### config.mk
export PLATFORM = sky130hd
export DESIGN_NAME = multiword_add_sequencer
export DESIGN_NICKNAME = d
export VERILOG_FILES = /design/src/rtl/multiword_add_sequencer.sv
export SDC_FILE = /design/constraint.sdc
export NUM_CORES = 1
export LEC_CHECK = 0
export BUFFER_PORTS_ARGS = -buffer_cell sky130_fd_sc_hd__buf_2
export CAP_MARGIN = 20
export CORE_UTILIZATION = 25
export DETAILED_ROUTE_END_ITERATION = 6
export GPL_ROUTABILITY_DRIVEN = 1
export HOLD_SLACK_MARGIN = 0.12
export PLACE_DENSITY = 0.42
export REMOVE_ABC_BUFFERS = 1
export SYNTH_ARGS = -nofsm -noshare
export SYNTH_HDL_FRONTEND = slang
export SYNTH_SLANG_ARGS = --single-unit
### constraint.sdc
create_clock -name clk -period 2.8 [get_ports clk]
set_input_delay 0.28 -clock clk [delete_from_list [all_inputs] [get_ports clk]]
set_output_delay 0.28 -clock clk [all_outputs]
set_load 0.005 [all_outputs]
### src/rtl/multiword_add_sequencer.sv
// Multi-cycle (N*K)-bit adder controller driving one external N-bit combinational adder.
// Define MWADD_SIGNED_OVF_EN to add the out_ovf signed-overflow output.
module multiword_add_sequencer #(
  parameter int unsigned N = 32,
  parameter int unsigned K = 4
) (
  input  logic           clk,
  input  logic           rst,
  input  logic           in_valid,
  output logic           in_ready,
  input  logic [N*K-1:0] in_a,
  input  logic [N*K-1:0] in_b,
  input  logic           in_ci,
  output logic           out_valid,
  input  logic           out_ready,
  output logic [N*K-1:0] out_c,
  output logic           out_co,
`ifdef MWADD_SIGNED_OVF_EN
  output logic           out_ovf,
`endif
  output logic [N-1:0]   add_a,
  output logic [N-1:0]   add_b,
  output logic           add_ci,
  input  logic [N-1:0]   add_c,
  input  logic           add_co
);

  localparam int unsigned W    = N * K;
  localparam int unsigned IdxW = (K > 1) ? $clog2(K) : 1;
  localparam logic [IdxW-1:0] LastIdx = IdxW'(K - 1);

  typedef enum logic [1:0] {StIdle, StRun, StDone} state_e;

  state_e          state_q, state_d;
  logic [IdxW-1:0] idx_q, idx_d;
  logic [W-1:0]    a_q, a_d;
  logic [W-1:0]    b_q, b_d;
  logic            ci_q, ci_d;
  logic            carry_q, carry_d;
  logic [W-1:0]    res_q, res_d;
  logic            co_q, co_d;
`ifdef MWADD_SIGNED_OVF_EN
  logic            ovf_q, ovf_d;
`endif

  always_comb begin
    state_d   = state_q;
    idx_d     = idx_q;
    a_d       = a_q;
    b_d       = b_q;
    ci_d      = ci_q;
    carry_d   = carry_q;
    res_d     = res_q;
    co_d      = co_q;
`ifdef MWADD_SIGNED_OVF_EN
    ovf_d     = ovf_q;
`endif
    in_ready  = 1'b0;
    out_valid = 1'b0;
    add_a     = '0;
    add_b     = '0;
    add_ci    = 1'b0;

    unique case (state_q)
      StIdle: begin
        in_ready = 1'b1;
        if (in_valid) begin
          a_d     = in_a;
          b_d     = in_b;
          ci_d    = in_ci;
          idx_d   = '0;
          state_d = StRun;
        end
      end
      StRun: begin
        add_a   = a_q[idx_q*N +: N];
        add_b   = b_q[idx_q*N +: N];
        // First chunk takes the external carry, later chunks chain the adder's carry.
        add_ci  = (idx_q == '0) ? ci_q : carry_q;
        res_d[idx_q*N +: N] = add_c;
        carry_d = add_co;
        if (idx_q == LastIdx) begin
          co_d    = add_co;
`ifdef MWADD_SIGNED_OVF_EN
          ovf_d   = (a_q[W-1] == b_q[W-1]) && (add_c[N-1] != a_q[W-1]);
`endif
          idx_d   = '0;
          state_d = StDone;
        end else begin
          idx_d = idx_q + 1'b1;
        end
      end
      StDone: begin
        out_valid = 1'b1;
        if (out_ready) begin
          state_d = StIdle;
        end
      end
      default: state_d = StIdle;
    endcase
  end

  always_ff @(posedge clk) begin
    if (rst) begin
      state_q <= StIdle;
      idx_q   <= '0;
      a_q     <= '0;
      b_q     <= '0;
      ci_q    <= 1'b0;
      carry_q <= 1'b0;
      res_q   <= '0;
      co_q    <= 1'b0;
`ifdef MWADD_SIGNED_OVF_EN
      ovf_q   <= 1'b0;
`endif
    end else begin
      state_q <= state_d;
      idx_q   <= idx_d;
      a_q     <= a_d;
      b_q     <= b_d;
      ci_q    <= ci_d;
      carry_q <= carry_d;
      res_q   <= res_d;
      co_q    <= co_d;
`ifdef MWADD_SIGNED_OVF_EN
      ovf_q   <= ovf_d;
`endif
    end
  end

  assign out_c  = res_q;
  assign out_co = co_q;
`ifdef MWADD_SIGNED_OVF_EN
  assign out_ovf = ovf_q;
`endif

endmodule

# After elaboration in Yosys (flattened, before gate mapping)
# Index checks and enable logic that the tools add are counted.
totals:
  in_bits: 294
  output_inout_bits: 196
  ff_bits: 391
classes:
  n_reduce_logical: 7
  eq_ne: 6
  n_shift: 4
  addsub: 2
  muxes: 14
ops:
  columns: ["op", "n"]
  rows:
  - ["$shiftx A128 B8 Y32", 2]
  - ["$bwmux W128", 1]
  - ["$shift A32 B34 Y128 const A", 1]
  - ["$shiftx A32 B34 Y128", 1]
  - ["$mux W32", 2]
  - ["$neg A7 Y34", 1]
  - ["$mux W2", 5]
  - ["$ne A2 B2 Y1 const B", 3]
  - ["$pmux W2 S3", 1]
  - ["$reduce_and A2 Y1", 3]
  - ["$eq A2 B2 Y1 const B", 2]
  - ["$logic_not A2 Y1", 2]
  - ["$mux W1", 4]
  - ["$pmux W2 S2", 1]
  - ["$reduce_and A3 Y1", 1]
  - ["$add A2 B1 Y2 const B", 1]
  - ["$eq A2 B1 Y1 const B", 1]
  - ["$reduce_bool A2 Y1", 1]

# Logic depth before layout (Yosys ltp)
# Gate-level depths: netlist of the first run.
depth:
  ltp_word: 3
  mapped_depth: 9
  depth_no_buf: 5

# Worst setup path after synthesis of the first run
# No wires, ideal clock.
synth_timing:
  path_type: "register to register"
  start: "register idx_q[1]"
  end: "register res_q[101] (netlist: out_c[101])"
  synth_period_minus_slack_ns: 2.101
  n_path_buf: 3
  stages_incl_launch_ff: 9
  setup_ns: 0.070
  arrival_time_ns: 2.031
  path_slack_ns: 0.699
  cell_sequence: "dfxtp_1 buf_2 buf_2 inv_1 ha_1 nor4b_1 buf_2 nand3_1 a21oi_1"
synth_via:
  elab_chain_cells: 3
  word_cells_on_any_way: 4
  classes_between: "add/sub (1); shift (2); mux (1)"
synth_lines:
  columns: ["item", "line_no", "rtl"]
  rows:
  - ["start: declaration", "35", "logic [IdxW-1:0] idx_q, idx_d;"]
  - ["start signal: assignment", "118", "idx_q <= idx_d;"]
  - ["$neg A7 Y34 (*)", "80", "res_d[idx_q*N +: N] = add_c;"]
  - ["$shiftx A32 B34 Y128 / $shift A32 B34 Y128 (equally long branches)", "80", null]
  - ["$bwmux W128 (*)", "80", null]
  - ["end signal: assignment", "123", "res_q <= res_d;"]
  - ["end: declaration", "40", "logic [W-1:0] res_q, res_d;"]
# Mark *: on every way between the ends. The rest lies on a longest branch, timed or not.
# A chain may end at the register's enable or synchronous reset.

# Worst setup path in the final report of the first run
layout_timing:
  start: "register idx_q[1]"
  end: "output add_a[7]"
layout_via:
  elab_chain_cells: 2
layout_lines:
  columns: ["item", "line_no", "rtl"]
  rows:
  - ["$shiftx A128 B8 Y32", "76", "add_a = a_q[idx_q*N +: N];"]
  - ["$mux W32", "64", "unique case (state_q)"]
  - ["end: declaration", "21", "output logic [N-1:0] add_a,"]
# No other way between the ends.

==> report_table.html, run 1 <==
<table>
<tr><th>Metric</th><th>Value</th></tr>
<tr><th colspan="2">GRT</th></tr>
<tr><td>Maximum number of pins on one net before global-route repair</td><td>138</td></tr>
<tr><td>Remaining Overflow, GRT</td><td>0</td></tr>
<tr><td>Via count of the first global-routing pass</td><td>between 15000 and 20000</td></tr>
<tr><td>All-layer global routing usage</td><td>0.178</td></tr>
<tr><td>Global-route wire length before repair</td><td>roughly 90000 microns</td></tr>
<tr><td>Antenna violations before repair</td><td>14</td></tr>
<tr><th colspan="2">Drt</th></tr>
<tr><td>Starting DRT DRC Count</td><td>655</td></tr>
<tr><td>Total wire length after detailed routing</td><td>around 58000 microns</td></tr>
<tr><td>Via count</td><td>~15000</td></tr>
<tr><td>DRC</td><td>0</td></tr>
<tr><td>Via-to-Cell Ratio</td><td>between 4 and 5</td></tr>
<tr><td>Number of nets with antenna violations after detailed routing</td><td>0</td></tr>
<tr><td>Average wire per standard cell</td><td>17.1 microns</td></tr>
<tr><td>Length of the first detailed-routing pass in iterations</td><td>5</td></tr>
<tr><th colspan="2">Floorplan</th></tr>
<tr><td>Ports placed on the boundary</td><td>490</td></tr>
<tr><td>Initial Utilization</td><td>0.254</td></tr>
<tr><td>Site row count</td><td>between 90 and 100</td></tr>
<tr><td>CORE AREA</td><td>slightly above 60000 sq um</td></tr>
<tr><td>Die Height</td><td>approximately 250 microns</td></tr>
<tr><td>Die X-Extent</td><td>roughly 250 microns</td></tr>
<tr><td>Die Outline Area</td><td>around 64000 sq um</td></tr>
<tr><th colspan="2">Timing</th></tr>
<tr><td>Worst slew pin tran</td><td>about 0.80 ns</td></tr>
<tr><td>Max Fclk</td><td>397 MHz</td></tr>
<tr><td>Number of pins exceeding their max-slew limit in the final report</td><td>0</td></tr>
<tr><td>Share of the clock period used by the worst path after layout</td><td>0.901</td></tr>
<tr><td>Final setup vio count</td><td>0</td></tr>
<tr><td>Final Hold Fails</td><td>0</td></tr>
<tr><td>Setup slack after layout</td><td>around 0.28 ns</td></tr>
<tr><td>Summed negative setup slack over all endpoints</td><td>0 ns</td></tr>
<tr><td>Relative slew slack</td><td>0.469</td></tr>
<tr><td>Worst hold slack</td><td>between 0.1 and 0.15 ns</td></tr>
<tr><td>Fin Clk Skew</td><td>approximately 0.018 ns</td></tr>
<tr><td>RSZ-0062 raised after global routing</td><td>no</td></tr>
<tr><td>Clock period minus worst slack</td><td>about 2.5 ns</td></tr>
<tr><th colspan="2">Clock network</th></tr>
<tr><td>Count of hold buffers inserted by post-cts repair</td><td>between 200 and 300</td></tr>
<tr><td>Clock slew at reported path FFs</td><td>roughly 0.060 ns</td></tr>
<tr><td>Number of setup buffers added after CTS</td><td>0</td></tr>
<tr><td>Maximum number of buffers from clock root to sink</td><td>3</td></tr>
<tr><td>Clk_lat worst skew</td><td>a little under 0.6 ns</td></tr>
<tr><td>Post_cts resized</td><td>0</td></tr>
<tr><td>Clock tree sinks</td><td>around 390</td></tr>
<tr><td>Number of levels in the clock H-tree</td><td>2</td></tr>
<tr><td>Root cell of the clock tree</td><td>sky130_fd_sc_hd__clkbuf_16</td></tr>
<tr><td>Number of buffers created by CTS</td><td>48</td></tr>
<tr><td>CTS tree</td><td>built</td></tr>
<tr><th colspan="2">Worst setup path</th></tr>
<tr><td>Category of the worst setup path launch point</td><td>register</td></tr>
<tr><td>CP arrival</td><td>between 2 and 2.5 ns</td></tr>
<tr><td>Slowest CP cell</td><td>sky130_fd_sc_hd__buf_4</td></tr>
<tr><td>Largest stage delay on the critical path</td><td>roughly 0.52 ns</td></tr>
<tr><td>Worst setup EP type</td><td>output pin</td></tr>
<tr><td>Crit Path Category</td><td>register to output pin</td></tr>
<tr><td>Worst Path Max Fanout</td><td>36</td></tr>
<tr><td>Required time at the worst-slack endpoint</td><td>around 2.5 ns</td></tr>
<tr><td>Cell breakdown of the critical path</td><td>buf_4, mux4_2, and2_1, buf_2</td></tr>
<tr><th colspan="2">Synthesis</th></tr>
<tr><td>FF+latch count, synth</td><td>around 390</td></tr>
<tr><td>Count of flip-flops with a built-in enable after synthesis</td><td>0</td></tr>
<tr><td>Most used flip-flop cell after synthesis</td><td>sky130_fd_sc_hd__dfxtp_1</td></tr>
<tr><td>Post-synthesis cell area</td><td>15700 sq um</td></tr>
<tr><td>Register area share after synthesis</td><td>0.498</td></tr>
<tr><td>Synthesized netlist cell count</td><td>between 1500 and 2000</td></tr>
<tr><td>Average cell area after synthesis</td><td>8.67 sq um</td></tr>
<tr><td>Fraction of synthesized cell area taken by the top area cell type</td><td>0.498</td></tr>
<tr><td>Top cell type by total area after synthesis</td><td>sky130_fd_sc_hd__dfxtp_1</td></tr>
<tr><td>Yosys warning total</td><td>0</td></tr>
<tr><td>Synth cell types</td><td>30</td></tr>
<tr><td>Fraction of registers with async set/reset</td><td>0</td></tr>
<tr><td>Dominant cells by area after synthesis</td><td>sky130_fd_sc_hd__dfxtp_1 (50%), sky130_fd_sc_hd__nand2_1 (15%), sky130_fd_sc_hd__a21oi_1 (11%), sky130_fd_sc_hd__mux4_2 (9.2%), sky130_fd_sc_hd__nand3_1 (3.0%)</td></tr>
<tr><th colspan="2">Cells and area</th></tr>
<tr><td>Area of combinational cells with multiple inputs</td><td>around 7000 sq um</td></tr>
<tr><td>Post-layout utilization of the core</td><td>0.375</td></tr>
<tr><td>Area taken by flip-flops and latches</td><td>7840 sq um</td></tr>
<tr><td>Finished Layout Cells</td><td>3393</td></tr>
<tr><td>Post-layout net count</td><td>2814</td></tr>
<tr><td>Fraction of layout instances using a drive strength above 1</td><td>0.260</td></tr>
<tr><td>Count of filler cells inserted in the layout</td><td>~6500</td></tr>
<tr><td>Layout Area Growth over Synthesis</td><td>48.0%</td></tr>
<tr><td>Finished layout cell area</td><td>23300 sq um</td></tr>
<tr><th colspan="2">Place</th></tr>
<tr><td>Routability Congestion</td><td>between 0.8 and 0.9</td></tr>
<tr><td>Number of I/O port buffers</td><td>just under 500</td></tr>
<tr><td>Half-perimeter wire length of the detailed placement result</td><td>about 38000 microns</td></tr>
<tr><td>Post-placement cell count</td><td>about 3000</td></tr>
<tr><td>Total placed instance area</td><td>about 19000 sq um</td></tr>
<tr><td>Dpl ws</td><td>0.814 ns</td></tr>
<tr><th colspan="2">Power and ir drop</th></tr>
<tr><td>Power per standard cell area</td><td>592 nW/um^2</td></tr>
<tr><td>Final Total Pwr</td><td>about 14 mW</td></tr>
<tr><td>Static Leak</td><td>~9.6 nW</td></tr>
<tr><td>Worst-case vdd ir drop</td><td>364 uV</td></tr>
<tr><th colspan="2">Run status</th></tr>
<tr><td>Result of the run</td><td>complete, no violations</td></tr>
<tr><th colspan="2">Worst hold path</th></tr>
<tr><td>Tightest Hold Check Type</td><td>input port to register</td></tr>
<tr><th colspan="2">Flow run</th></tr>
<tr><td>Number of max-cap violations</td><td>0</td></tr>
</table>
==> path summary, 6_finish.rpt <==
check                    to  slack (ns)  cells past startpoint  startpoint
hold reg to reg   out_c[48]        0.45                      2   out_c[48]
hold / removal      a_q[74]        0.15                      2         rst
setup reg to reg  out_c[67]        0.79                      6    idx_q[0]
setup / recovery   add_a[7]        0.28                      4    idx_q[1]
==> cells in the final DEF, fill, tap and decap left out, types with 2 or more instances in the layout <==
cell type                       count
sky130_fd_sc_hd__diode_2            8
sky130_fd_sc_hd__nand3_1           93
sky130_fd_sc_hd__and2_1            64
sky130_fd_sc_hd__inv_1              2
sky130_fd_sc_hd__and3b_1            3
sky130_fd_sc_hd__clkinv_2           3
sky130_fd_sc_hd__buf_12            13
sky130_fd_sc_hd__bufinv_16          2
sky130_fd_sc_hd__mux4_2            64
sky130_fd_sc_hd__buf_2            488
sky130_fd_sc_hd__clkbuf_8           9
sky130_fd_sc_hd__nand3b_1           3
sky130_fd_sc_hd__buf_4             17
sky130_fd_sc_hd__a21oi_1          357
sky130_fd_sc_hd__a22o_1            32
sky130_fd_sc_hd__dlygate4sd3_1    292
sky130_fd_sc_hd__clkbuf_16         50
sky130_fd_sc_hd__nand4b_1           2
sky130_fd_sc_hd__nand4_1            2
sky130_fd_sc_hd__inv_6              2
sky130_fd_sc_hd__clkbuf_1          14
sky130_fd_sc_hd__nand2_1          615
sky130_fd_sc_hd__clkinv_4           2
sky130_fd_sc_hd__dfxtp_1          389
sky130_fd_sc_hd__ha_1               5
sky130_fd_sc_hd__dfxtp_4            2
sky130_fd_sc_hd__nor2_1             4
sky130_fd_sc_hd__nor2b_1            2
sky130_fd_sc_hd__nand2b_1           2
==> per-layer routing <==
layer | global-route usage | part of all wire | up-vias
met1 | 0.223 | 0.43 | 7234
met2 | 0.301 | 0.48 | 454
li1 | - | - | 7524
met5 | 0 | 0.0013 | -
met4 | 0.0455 | 0.018 | 12
met3 | 0.0497 | 0.071 | 82
==> registers in the layout (all words and copies together) (netlist names) <==
register,cells
out_c,128
state_q,2
b_q,128
idx_q,2
carry_q,1
a_q,128
ci_q,1
out_co,1
==> report_power, final <==
group	switching (mW)	leakage [nW]	internal (mW)
clock	2.46	0.755	3.68
combinational	0.840	5.63	0.840
sequential	0.130	3.19	5.83
==> cells in the mapped netlist, types with 4 or more instances <==
cell type / n
sky130_fd_sc_hd__buf_2: 42
sky130_fd_sc_hd__and2_1: 64
sky130_fd_sc_hd__nand2_1: 615
sky130_fd_sc_hd__buf_4: 19
sky130_fd_sc_hd__buf_6: 22
sky130_fd_sc_hd__a22o_1: 32
sky130_fd_sc_hd__mux4_2: 64
sky130_fd_sc_hd__nor2_1: 4
sky130_fd_sc_hd__clkbuf_1: 74
sky130_fd_sc_hd__nand3_1: 93
sky130_fd_sc_hd__dfxtp_1: 391
sky130_fd_sc_hd__ha_1: 5
sky130_fd_sc_hd__a21oi_1: 358
==> cell type report <==
type / count / share of cell area
clock inverters: 10 / 0.00506
clock buffers: 73 / 0.0614
multi-input cells: 1261 / 0.302
diodes: 8 / 0.000861
well taps: 837 / 0.0450
repair buffers: 811 / 0.248
inverters: 2 / 0.000323
flip-flops and latches: 391 / 0.337
==> kinds of logic after synthesis <==
logic type / count (synthesis) / share of synthesized area
flops: 391 / 0.498
buf+inv: 159 / 0.0564
fa+ha+maj: 5 / 0.00398
simple gates: 799 / 0.216
compound gates: 392 / 0.133
mux: 65 / 0.0924
==> critical path, delay by kind of cell (launching register included) <==
family | cells | cell delay (ns)
buffers and inverters | 2 | 0.64
muxes | 1 | 0.43
DFF | 1 | 0.36
and+or+nand+nor | 1 | 0.19
Power figures use the tool's default switching activity.
==> inputs of run 2 (changes only) <==
==> constraint.sdc (replaced) <==
create_clock -name clk -period 2.4 [get_ports clk]
set_input_delay 0.24 -clock clk [delete_from_list [all_inputs] [get_ports clk]]
set_output_delay 0.24 -clock clk [all_outputs]
set_load 0.005 [all_outputs]
==> report_table.html, run 2 (synthesis gave the netlist of run 1 again) <==
<table>
<tr><th>Metric</th><th>Value</th></tr>
<tr><th colspan="2">Power and ir drop</th></tr>
<tr><td>Final Total Pwr</td><td>16.5 mW (+20%)</td></tr>
<tr><td>Static Leak</td><td>9.96 nW (+4.0%)</td></tr>
<tr><td>Switching power share of the total</td><td>0.252 (+0.00265)</td></tr>
<tr><td>Reported net switching power</td><td>4.15 mW (+21%)</td></tr>
<tr><td>Combinational group share of total power</td><td>0.130 (+0.008)</td></tr>
<tr><td>Clk network pwr share</td><td>0.448 (+0.002)</td></tr>
<tr><td>Worst-case vdd ir drop</td><td>497 uV (+37%)</td></tr>
<tr><td>Proportion of power drawn by flip-flops and latches</td><td>0.421 (-0.011)</td></tr>
<tr><td>Power per standard cell area</td><td>684 nW/um^2 (+15%)</td></tr>
<tr><td>Cell Int Power</td><td>12.3 mW (+19%)</td></tr>
<tr><th colspan="2">GRT</th></tr>
<tr><td>Global-route wire length before repair</td><td>91300 microns (+1.8%)</td></tr>
<tr><td>All-layer global routing usage</td><td>0.182 (+0.00379)</td></tr>
<tr><td>Remaining Overflow, GRT</td><td>0 (unchanged)</td></tr>
<tr><td>Maximum number of pins on one net before global-route repair</td><td>176 (+28%)</td></tr>
<tr><td>Via count of the first global-routing pass</td><td>15800 (+0.63%)</td></tr>
<tr><td>Antenna violations before repair</td><td>20 (+6)</td></tr>
<tr><th colspan="2">Drt</th></tr>
<tr><td>Average wire per standard cell</td><td>17.6 microns (+2.6%)</td></tr>
<tr><td>Total wire length after detailed routing</td><td>60300 microns (+3.8%)</td></tr>
<tr><td>Number of nets with antenna violations after detailed routing</td><td>0 (unchanged)</td></tr>
<tr><td>Length of the first detailed-routing pass in iterations</td><td>5 (unchanged)</td></tr>
<tr><td>Starting DRT DRC Count</td><td>786 (+20%)</td></tr>
<tr><td>Via-to-Cell Ratio</td><td>4.52 (about the same)</td></tr>
<tr><td>DRC</td><td>0 (unchanged)</td></tr>
<tr><td>Via count</td><td>15500 (+1.3%)</td></tr>
<tr><th colspan="2">Timing</th></tr>
<tr><td>Worst slew pin tran</td><td>0.917 ns (+0.120 ns)</td></tr>
<tr><td>Relative slew slack</td><td>0.389 (-0.0802)</td></tr>
<tr><td>Fin Clk Skew</td><td>0.00972 ns (-0.00801 ns)</td></tr>
<tr><td>RSZ-0062 raised after global routing</td><td>yes</td></tr>
<tr><td>Max Fclk</td><td>421 MHz</td></tr>
<tr><td>Clock period minus worst slack</td><td>2.37 ns</td></tr>
<tr><td>Final setup vio count</td><td>0 (unchanged)</td></tr>
<tr><td>Setup slack after layout</td><td>0.0269 ns (-0.251 ns)</td></tr>
<tr><td>Number of pins exceeding their max-slew limit in the final report</td><td>0 (unchanged)</td></tr>
<tr><td>Final Hold Fails</td><td>0 (unchanged)</td></tr>
<tr><td>Share of the clock period used by the worst path after layout</td><td>0.989</td></tr>
<tr><th colspan="2">Floorplan</th></tr>
<tr><td>Ports placed on the boundary</td><td>490 (unchanged)</td></tr>
<tr><td>Die X-Extent</td><td>253 microns (unchanged)</td></tr>
<tr><td>Die Height</td><td>253 microns (unchanged)</td></tr>
<tr><td>Die Outline Area</td><td>63800 sq um (unchanged)</td></tr>
<tr><td>Site row count</td><td>91 (unchanged)</td></tr>
<tr><td>Initial Utilization</td><td>0.254 (unchanged)</td></tr>
<tr><td>CORE AREA</td><td>61900 sq um (unchanged)</td></tr>
<tr><th colspan="2">Cells and area</th></tr>
<tr><td>Most common library cell in the layout ignoring fill and taps</td><td>sky130_fd_sc_hd__nand2_1</td></tr>
<tr><td>Fraction of layout instances using a drive strength above 1</td><td>0.282 (+0.0217)</td></tr>
<tr><td>Post-layout net count</td><td>2847 (+1.2%)</td></tr>
<tr><td>Layout Area Growth over Synthesis</td><td>53.5%</td></tr>
<tr><td>Top library cells by usage in the layout, fill and taps aside</td><td>sky130_fd_sc_hd__nand2_1 (615), sky130_fd_sc_hd__buf_2 (458), sky130_fd_sc_hd__dfxtp_1 (387)</td></tr>
<tr><th colspan="2">Worst setup path</th></tr>
<tr><td>Required time at the worst-slack endpoint</td><td>2.16 ns (-0.36 ns)</td></tr>
<tr><td>Worst setup EP type</td><td>output pin</td></tr>
<tr><td>CP arrival</td><td>2.13 ns (-0.11 ns)</td></tr>
<tr><td>Category of the worst setup path launch point</td><td>register</td></tr>
<tr><td>Worst Path Max Fanout</td><td>8 (-78%)</td></tr>
<tr><td>Crit Path Category</td><td>register to output pin</td></tr>
<tr><td>Reg2Reg Depth</td><td>6 (unchanged)</td></tr>
<tr><th colspan="2">Clock network</th></tr>
<tr><td>Clock slew at reported path FFs</td><td>0.06 ns (about the same)</td></tr>
<tr><td>CTS tree</td><td>built</td></tr>
<tr><td>Maximum number of buffers from clock root to sink</td><td>3 (unchanged)</td></tr>
<tr><td>Root cell of the clock tree</td><td>sky130_fd_sc_hd__clkbuf_16</td></tr>
<tr><td>Clock tree sinks</td><td>391 (unchanged)</td></tr>
<tr><td>Clk_lat worst skew</td><td>0.58 ns (about the same)</td></tr>
<tr><td>Number of levels in the clock H-tree</td><td>2 (unchanged)</td></tr>
<tr><td>Number of buffers created by CTS</td><td>48 (unchanged)</td></tr>
<tr><th colspan="2">Worst hold path</th></tr>
<tr><td>Min-Delay Path Depth</td><td>4 (+2)</td></tr>
<tr><td>Tightest Hold Check Type</td><td>input port to register</td></tr>
<tr><th colspan="2">Place</th></tr>
<tr><td>Number of I/O port buffers</td><td>489 (unchanged)</td></tr>
<tr><td>Half-perimeter wire length of the detailed placement result</td><td>38000 microns (-1.3%)</td></tr>
<tr><td>Routability Congestion</td><td>0.785 (-2.5%)</td></tr>
<tr><td>Dpl ws</td><td>0.367 ns (-0.446 ns)</td></tr>
<tr><th colspan="2">Run status</th></tr>
<tr><td>Result of the run</td><td>complete, no violations</td></tr>
<tr><th colspan="2">Flow run</th></tr>
<tr><td>Number of max-cap violations</td><td>0 (unchanged)</td></tr>
</table>
[run 2: cell types whose count changed in the layout (fill, tap and decap cells not counted), moves of 9 or more]
cell and change:
sky130_fd_sc_hd__clkinv_2 +9, sky130_fd_sc_hd__buf_2 -30, sky130_fd_sc_hd__dlygate4sd3_1 +19, sky130_fd_sc_hd__and2_1 -40
sky130_fd_sc_hd__and2_4 +40, sky130_fd_sc_hd__buf_6 +31
[run 2: metrics by stage]
stage | area, sq um | hold WS [ns] | cells | TNS (ns) | util
floorplan | 14800 | 0.309 | 1654 | -1276.02 | -
global placement | 18800 | 0.436 | 3012 | 0 | 0.304
detailed placement | 18800 | 0.444 | 3012 | 0 | 0.304
CTS | 23800 | 0.178 | 3419 | -0.866 | 0.385
global route | 24100 | 0.219 | 3430 | -1.27 | 0.389
finish | 24100 | 0.215 | 3433 | 0 | 0.389
[run 2: final timing paths]
path	slack (ns)	to	start
setup / recovery	0.03	add_a[7]	idx_q[0]
setup reg to reg	0.23	b_q[10]	state_q[1]
hold / removal	0.22	state_q[0]	in_valid
hold reg to reg	0.45	out_c[51]	out_c[51]
[run 2: power by group through the flow]
stage | Combinational [mW] | Clock, mW | Sequential (mW)
finish | 2.15 | 7.39 | 6.95
global route | 2.36 | 7.90 | 6.99
CTS | 2.12 | 7.65 | 6.95
detailed placement | 1.61 | 0 | 7.09
global placement | 1.59 | 0 | 7.08
floorplan | 0.780 | 0 | 7.09
[run 2: metal layers]
layer  wire [microns]  track usage  part of all wire
met1            26400        0.230              0.44
met2            28200        0.299              0.47
met3             4410       0.0572             0.073
met4             1160       0.0490             0.019
met5              138            0            0.0023
[run 2: critical path: stages, from the launching register on]
cell and delay, ns:
sky130_fd_sc_hd__dfxtp_4 0.37, sky130_fd_sc_hd__buf_6 0.14, sky130_fd_sc_hd__buf_16 0.17, sky130_fd_sc_hd__mux4_2 0.54
sky130_fd_sc_hd__and2_4 0.18, sky130_fd_sc_hd__buf_2 0.13
[run 2: cell type report]
cell class / count / area (sq um)
Fill cell: 6464 / 37800
Clock inverter: 19 / 184
Clock buffer: 69 / 1420
Inverter: 2 / 7.51
Multi-Input combinational cell: 1261 / 7130
Tap cell: 837 / 1050
Antenna cell: 10 / 25.0
Sequential cell: 391 / 7840
Timing Repair Buffer: 844 / 6460
[run 2: timing repair]
item,in CTS,in global routing
gates cloned,3,4
hold buffers,311,0
endpoints found under the hold margin,391,0
resized for setup,45,38
setup endpoints to repair,63,62
pin swaps,0,0
setup buffers,5,0
==> inputs of run 3 (changes only) <==
--- a/config.mk
+++ b/config.mk
@@ -7,11 +7,11 @@
 export LEC_CHECK = 0
 export BUFFER_PORTS_ARGS = -buffer_cell sky130_fd_sc_hd__buf_2
 export CAP_MARGIN = 20
-export CORE_UTILIZATION = 25
+export CORE_UTILIZATION = 40
 export DETAILED_ROUTE_END_ITERATION = 6
 export GPL_ROUTABILITY_DRIVEN = 1
 export HOLD_SLACK_MARGIN = 0.12
-export PLACE_DENSITY = 0.42
+export PLACE_DENSITY = 0.62
 export REMOVE_ABC_BUFFERS = 1
 export SYNTH_ARGS = -nofsm -noshare
 export SYNTH_HDL_FRONTEND = slang
==> report_table.html, run 3 (synthesis gave the netlist of run 1 again) <==
<table>
<tr><th>Metric</th><th>Value</th></tr>
<tr><th colspan="2">Clock network</th></tr>
<tr><td>Root cell of the clock tree</td><td>sky130_fd_sc_hd__clkbuf_16</td></tr>
<tr><td>Clock tree sinks</td><td>391 (unchanged)</td></tr>
<tr><td>Number of buffers created by CTS</td><td>42 (-13%)</td></tr>
<tr><td>Number of levels in the clock H-tree</td><td>2 (unchanged)</td></tr>
<tr><td>CTS tree</td><td>built</td></tr>
<tr><td>Maximum number of buffers from clock root to sink</td><td>3 (unchanged)</td></tr>
<tr><td>Clock slew at reported path FFs</td><td>0.06 ns (about the same)</td></tr>
<tr><td>Clk_lat worst skew</td><td>0.57 ns (about the same)</td></tr>
<tr><th colspan="2">Timing</th></tr>
<tr><td>Setup slack after layout</td><td>0.0161 ns (-0.0108 ns)</td></tr>
<tr><td>Final Hold Fails</td><td>0 (unchanged)</td></tr>
<tr><td>Relative slew slack</td><td>0.552 (+0.164)</td></tr>
<tr><td>Worst slew pin tran</td><td>0.672 ns (-0.245 ns)</td></tr>
<tr><td>Clock period minus worst slack</td><td>2.38 ns (+0.0108 ns)</td></tr>
<tr><td>Max Fclk</td><td>419 MHz (-0.45%)</td></tr>
<tr><td>RSZ-0062 raised after global routing</td><td>yes</td></tr>
<tr><td>Share of the clock period used by the worst path after layout</td><td>0.993 (+0.00450)</td></tr>
<tr><td>Fin Clk Skew</td><td>0.0156 ns (+0.00586 ns)</td></tr>
<tr><td>Final setup vio count</td><td>0 (unchanged)</td></tr>
<tr><td>Number of pins exceeding their max-slew limit in the final report</td><td>0 (unchanged)</td></tr>
<tr><th colspan="2">Worst hold path</th></tr>
<tr><td>Origin of the worst min-delay path</td><td>in_valid</td></tr>
<tr><td>Worst hold path endpoint</td><td>a_q[8]</td></tr>
<tr><td>Min-Delay Path Depth</td><td>4 (unchanged)</td></tr>
<tr><td>Tightest Hold Check Type</td><td>input port to register</td></tr>
<tr><th colspan="2">Worst setup path</th></tr>
<tr><td>Cell breakdown of the critical path</td><td>buf_12, buf_16, mux4_2, and2_4, buf_2</td></tr>
<tr><td>Worst reg2reg path startpoint</td><td>state_q[1]</td></tr>
<tr><td>Slack of the worst reg-to-reg path</td><td>0.12 ns (-0.11 ns)</td></tr>
<tr><td>Worst setup EP type</td><td>output pin</td></tr>
<tr><td>Worst Path Max Fanout</td><td>6 (-2)</td></tr>
<tr><td>Category of the worst setup path launch point</td><td>register</td></tr>
<tr><td>FF-to-FF End</td><td>a_q[85]</td></tr>
<tr><td>CP arrival</td><td>2.14 ns (about the same)</td></tr>
<tr><td>Reg2Reg Depth</td><td>5 (-1)</td></tr>
<tr><td>Required time at the worst-slack endpoint</td><td>2.16 ns (about the same)</td></tr>
<tr><td>Crit Path Category</td><td>register to output pin</td></tr>
<tr><td>Slowest CP cell</td><td>sky130_fd_sc_hd__mux4_2</td></tr>
<tr><td>Largest stage delay on the critical path</td><td>0.54 ns (about the same)</td></tr>
<tr><th colspan="2">Drt</th></tr>
<tr><td>Via-to-Cell Ratio</td><td>5.19 (+15%)</td></tr>
<tr><td>Starting DRT DRC Count</td><td>962 (+22%)</td></tr>
<tr><td>Length of the first detailed-routing pass in iterations</td><td>5 (unchanged)</td></tr>
<tr><td>Total wire length after detailed routing</td><td>57700 microns (-4.3%)</td></tr>
<tr><td>Average wire per standard cell</td><td>18.4 microns (+4.9%)</td></tr>
<tr><td>DRC</td><td>0 (unchanged)</td></tr>
<tr><td>Via count</td><td>16300 (+5.0%)</td></tr>
<tr><td>Number of nets with antenna violations after detailed routing</td><td>0 (unchanged)</td></tr>
<tr><th colspan="2">Cells and area</th></tr>
<tr><td>Layout Area Growth over Synthesis</td><td>50.5%</td></tr>
<tr><td>Fraction of layout instances using a drive strength above 1</td><td>0.269 (-0.0121)</td></tr>
<tr><td>Most common library cell in the layout ignoring fill and taps</td><td>sky130_fd_sc_hd__nand2_1</td></tr>
<tr><td>Post-layout net count</td><td>2870 (+0.81%)</td></tr>
<tr><td>Finished Layout Cells</td><td>3133 (-8.7%)</td></tr>
<tr><td>Top library cells by usage in the layout, fill and taps aside</td><td>sky130_fd_sc_hd__nand2_1 (615), sky130_fd_sc_hd__buf_2 (474), sky130_fd_sc_hd__dfxtp_1 (388)</td></tr>
<tr><th colspan="2">Place</th></tr>
<tr><td>Dpl ws</td><td>0.342 ns (-0.0254 ns)</td></tr>
<tr><td>Number of I/O port buffers</td><td>489 (unchanged)</td></tr>
<tr><td>Half-perimeter wire length of the detailed placement result</td><td>33800 microns (-11%)</td></tr>
<tr><td>Routability Congestion</td><td>0.855 (+8.8%)</td></tr>
<tr><td>Post-placement cell count</td><td>2697 (-10%)</td></tr>
<tr><th colspan="2">Floorplan</th></tr>
<tr><td>Initial Utilization</td><td>0.406 (+0.153)</td></tr>
<tr><td>Die X-Extent</td><td>200 microns (-21%)</td></tr>
<tr><td>Ports placed on the boundary</td><td>490 (unchanged)</td></tr>
<tr><td>CORE AREA</td><td>38600 sq um (-38%)</td></tr>
<tr><td>Die Outline Area</td><td>40100 sq um (-37%)</td></tr>
<tr><td>Site row count</td><td>72 (-21%)</td></tr>
<tr><td>Die Height</td><td>200 microns (-21%)</td></tr>
<tr><th colspan="2">GRT</th></tr>
<tr><td>Global-route wire length before repair</td><td>88800 microns (-2.7%)</td></tr>
<tr><td>Via count of the first global-routing pass</td><td>16700 (+5.8%)</td></tr>
<tr><td>Maximum number of pins on one net before global-route repair</td><td>147 (-16%)</td></tr>
<tr><td>Remaining Overflow, GRT</td><td>0 (unchanged)</td></tr>
<tr><td>All-layer global routing usage</td><td>0.277 (+0.0950)</td></tr>
<tr><td>Antenna violations before repair</td><td>15 (-25%)</td></tr>
<tr><th colspan="2">Flow run</th></tr>
<tr><td>Number of max-cap violations</td><td>0 (unchanged)</td></tr>
<tr><th colspan="2">Power and ir drop</th></tr>
<tr><td>Worst-case vdd ir drop</td><td>528 uV (+6.2%)</td></tr>
<tr><td>Static Leak</td><td>9.97 nW (+0.14%)</td></tr>
<tr><td>Power per standard cell area</td><td>662 nW/um^2 (-3.2%)</td></tr>
<tr><th colspan="2">Run status</th></tr>
<tr><td>Result of the run</td><td>complete, no violations</td></tr>
</table>
[run 3: changes by cell type in the layout (fill, tap and decap cells not counted), sizes merged]
cell         previous run  this run
buf                   529       538
bufinv                  3         2
clkbuf                 73        70
clkinv                 13         6
diode                  10        13
dlygate4sd3           311       329
inv                     4         3
or3b                    1         2
[run 3: layout make-up]
cell class / count / area [sq um]
Tap cell: 518 / 648
Clock inverter: 10 / 106
Timing Repair Buffer: 872 / 6660
Clock buffer: 65 / 1260
Inverter: 2 / 7.51
Antenna cell: 13 / 32.5
Fill cell: 3127 / 15000
Sequential cell: 391 / 7840
Multi-Input combinational cell: 1262 / 7080
[run 3: report_power, final]
| group | total [mW] | internal (mW) | switching [mW] |
|---|---|---|---|
| sequential | 6.96 | 6.79 | 0.167 |
| clock | 6.50 | 3.82 | 2.68 |
| combinational | 2.20 | 1.14 | 1.06 |
[run 3: worst max path at each step]
stage | to | slack, ns | cells after the start | start
final | add_a[22] | 0.02 | 5 | idx_q[0]
after global placement | out_c[68] | 0.40 | 6 | idx_q[0]
after global routing | add_a[22] | -0.03 | 5 | idx_q[0]
after CTS | add_a[26] | -0.05 | 4 | idx_q[0]
after detailed placement | out_c[93] | 0.34 | 6 | idx_q[0]
after floorplan | out_c[101] | -4.16 | 5 | idx_q[0]
[run 3: routing by layer]
| metal | vias up | track usage | wire length [microns] |
|---|---|---|---|
| met4 | 4 | 0.143 | 2790 |
| met3 | 198 | 0.0726 | 5120 |
| met2 | 819 | 0.471 | 28000 |
| met1 | 7630 | 0.321 | 21800 |
| li1 | 7622 | - | - |
| met5 | - | 0 | 22 |
[run 3: worst max-delay path, delay by kind of cell (launching register included)]
| kind | cells | cell delay (ns) |
|---|---|---|
| buf+inv | 3 | 0.42 |
| simple gates | 1 | 0.18 |
| mux | 1 | 0.54 |
| flops | 1 | 0.43 |
[run 3: timing repair]
item	4_1_cts	5_1_grt
pin swaps	0	2
setup endpoints to repair	64	92
buffers inserted	4	6
cloned	2	7
resized for setup	7	43
hold buffers	329	0
hold endpoints to repair	388	0
[run 3: per-stage QoR]
stage	util	setup TNS (ns)	hold WS, ns	total power, mW	area, sq um
floorplan	-	-1276.02	0.309	7.87	14800
global placement	0.478	0	0.436	8.62	18500
detailed placement	0.478	0	0.441	8.66	18500
CTS	0.602	-0.737	0.374	15.6	23300
global route	0.612	-0.205	0.394	16.2	23600
finish	0.612	0	0.381	15.7	23600
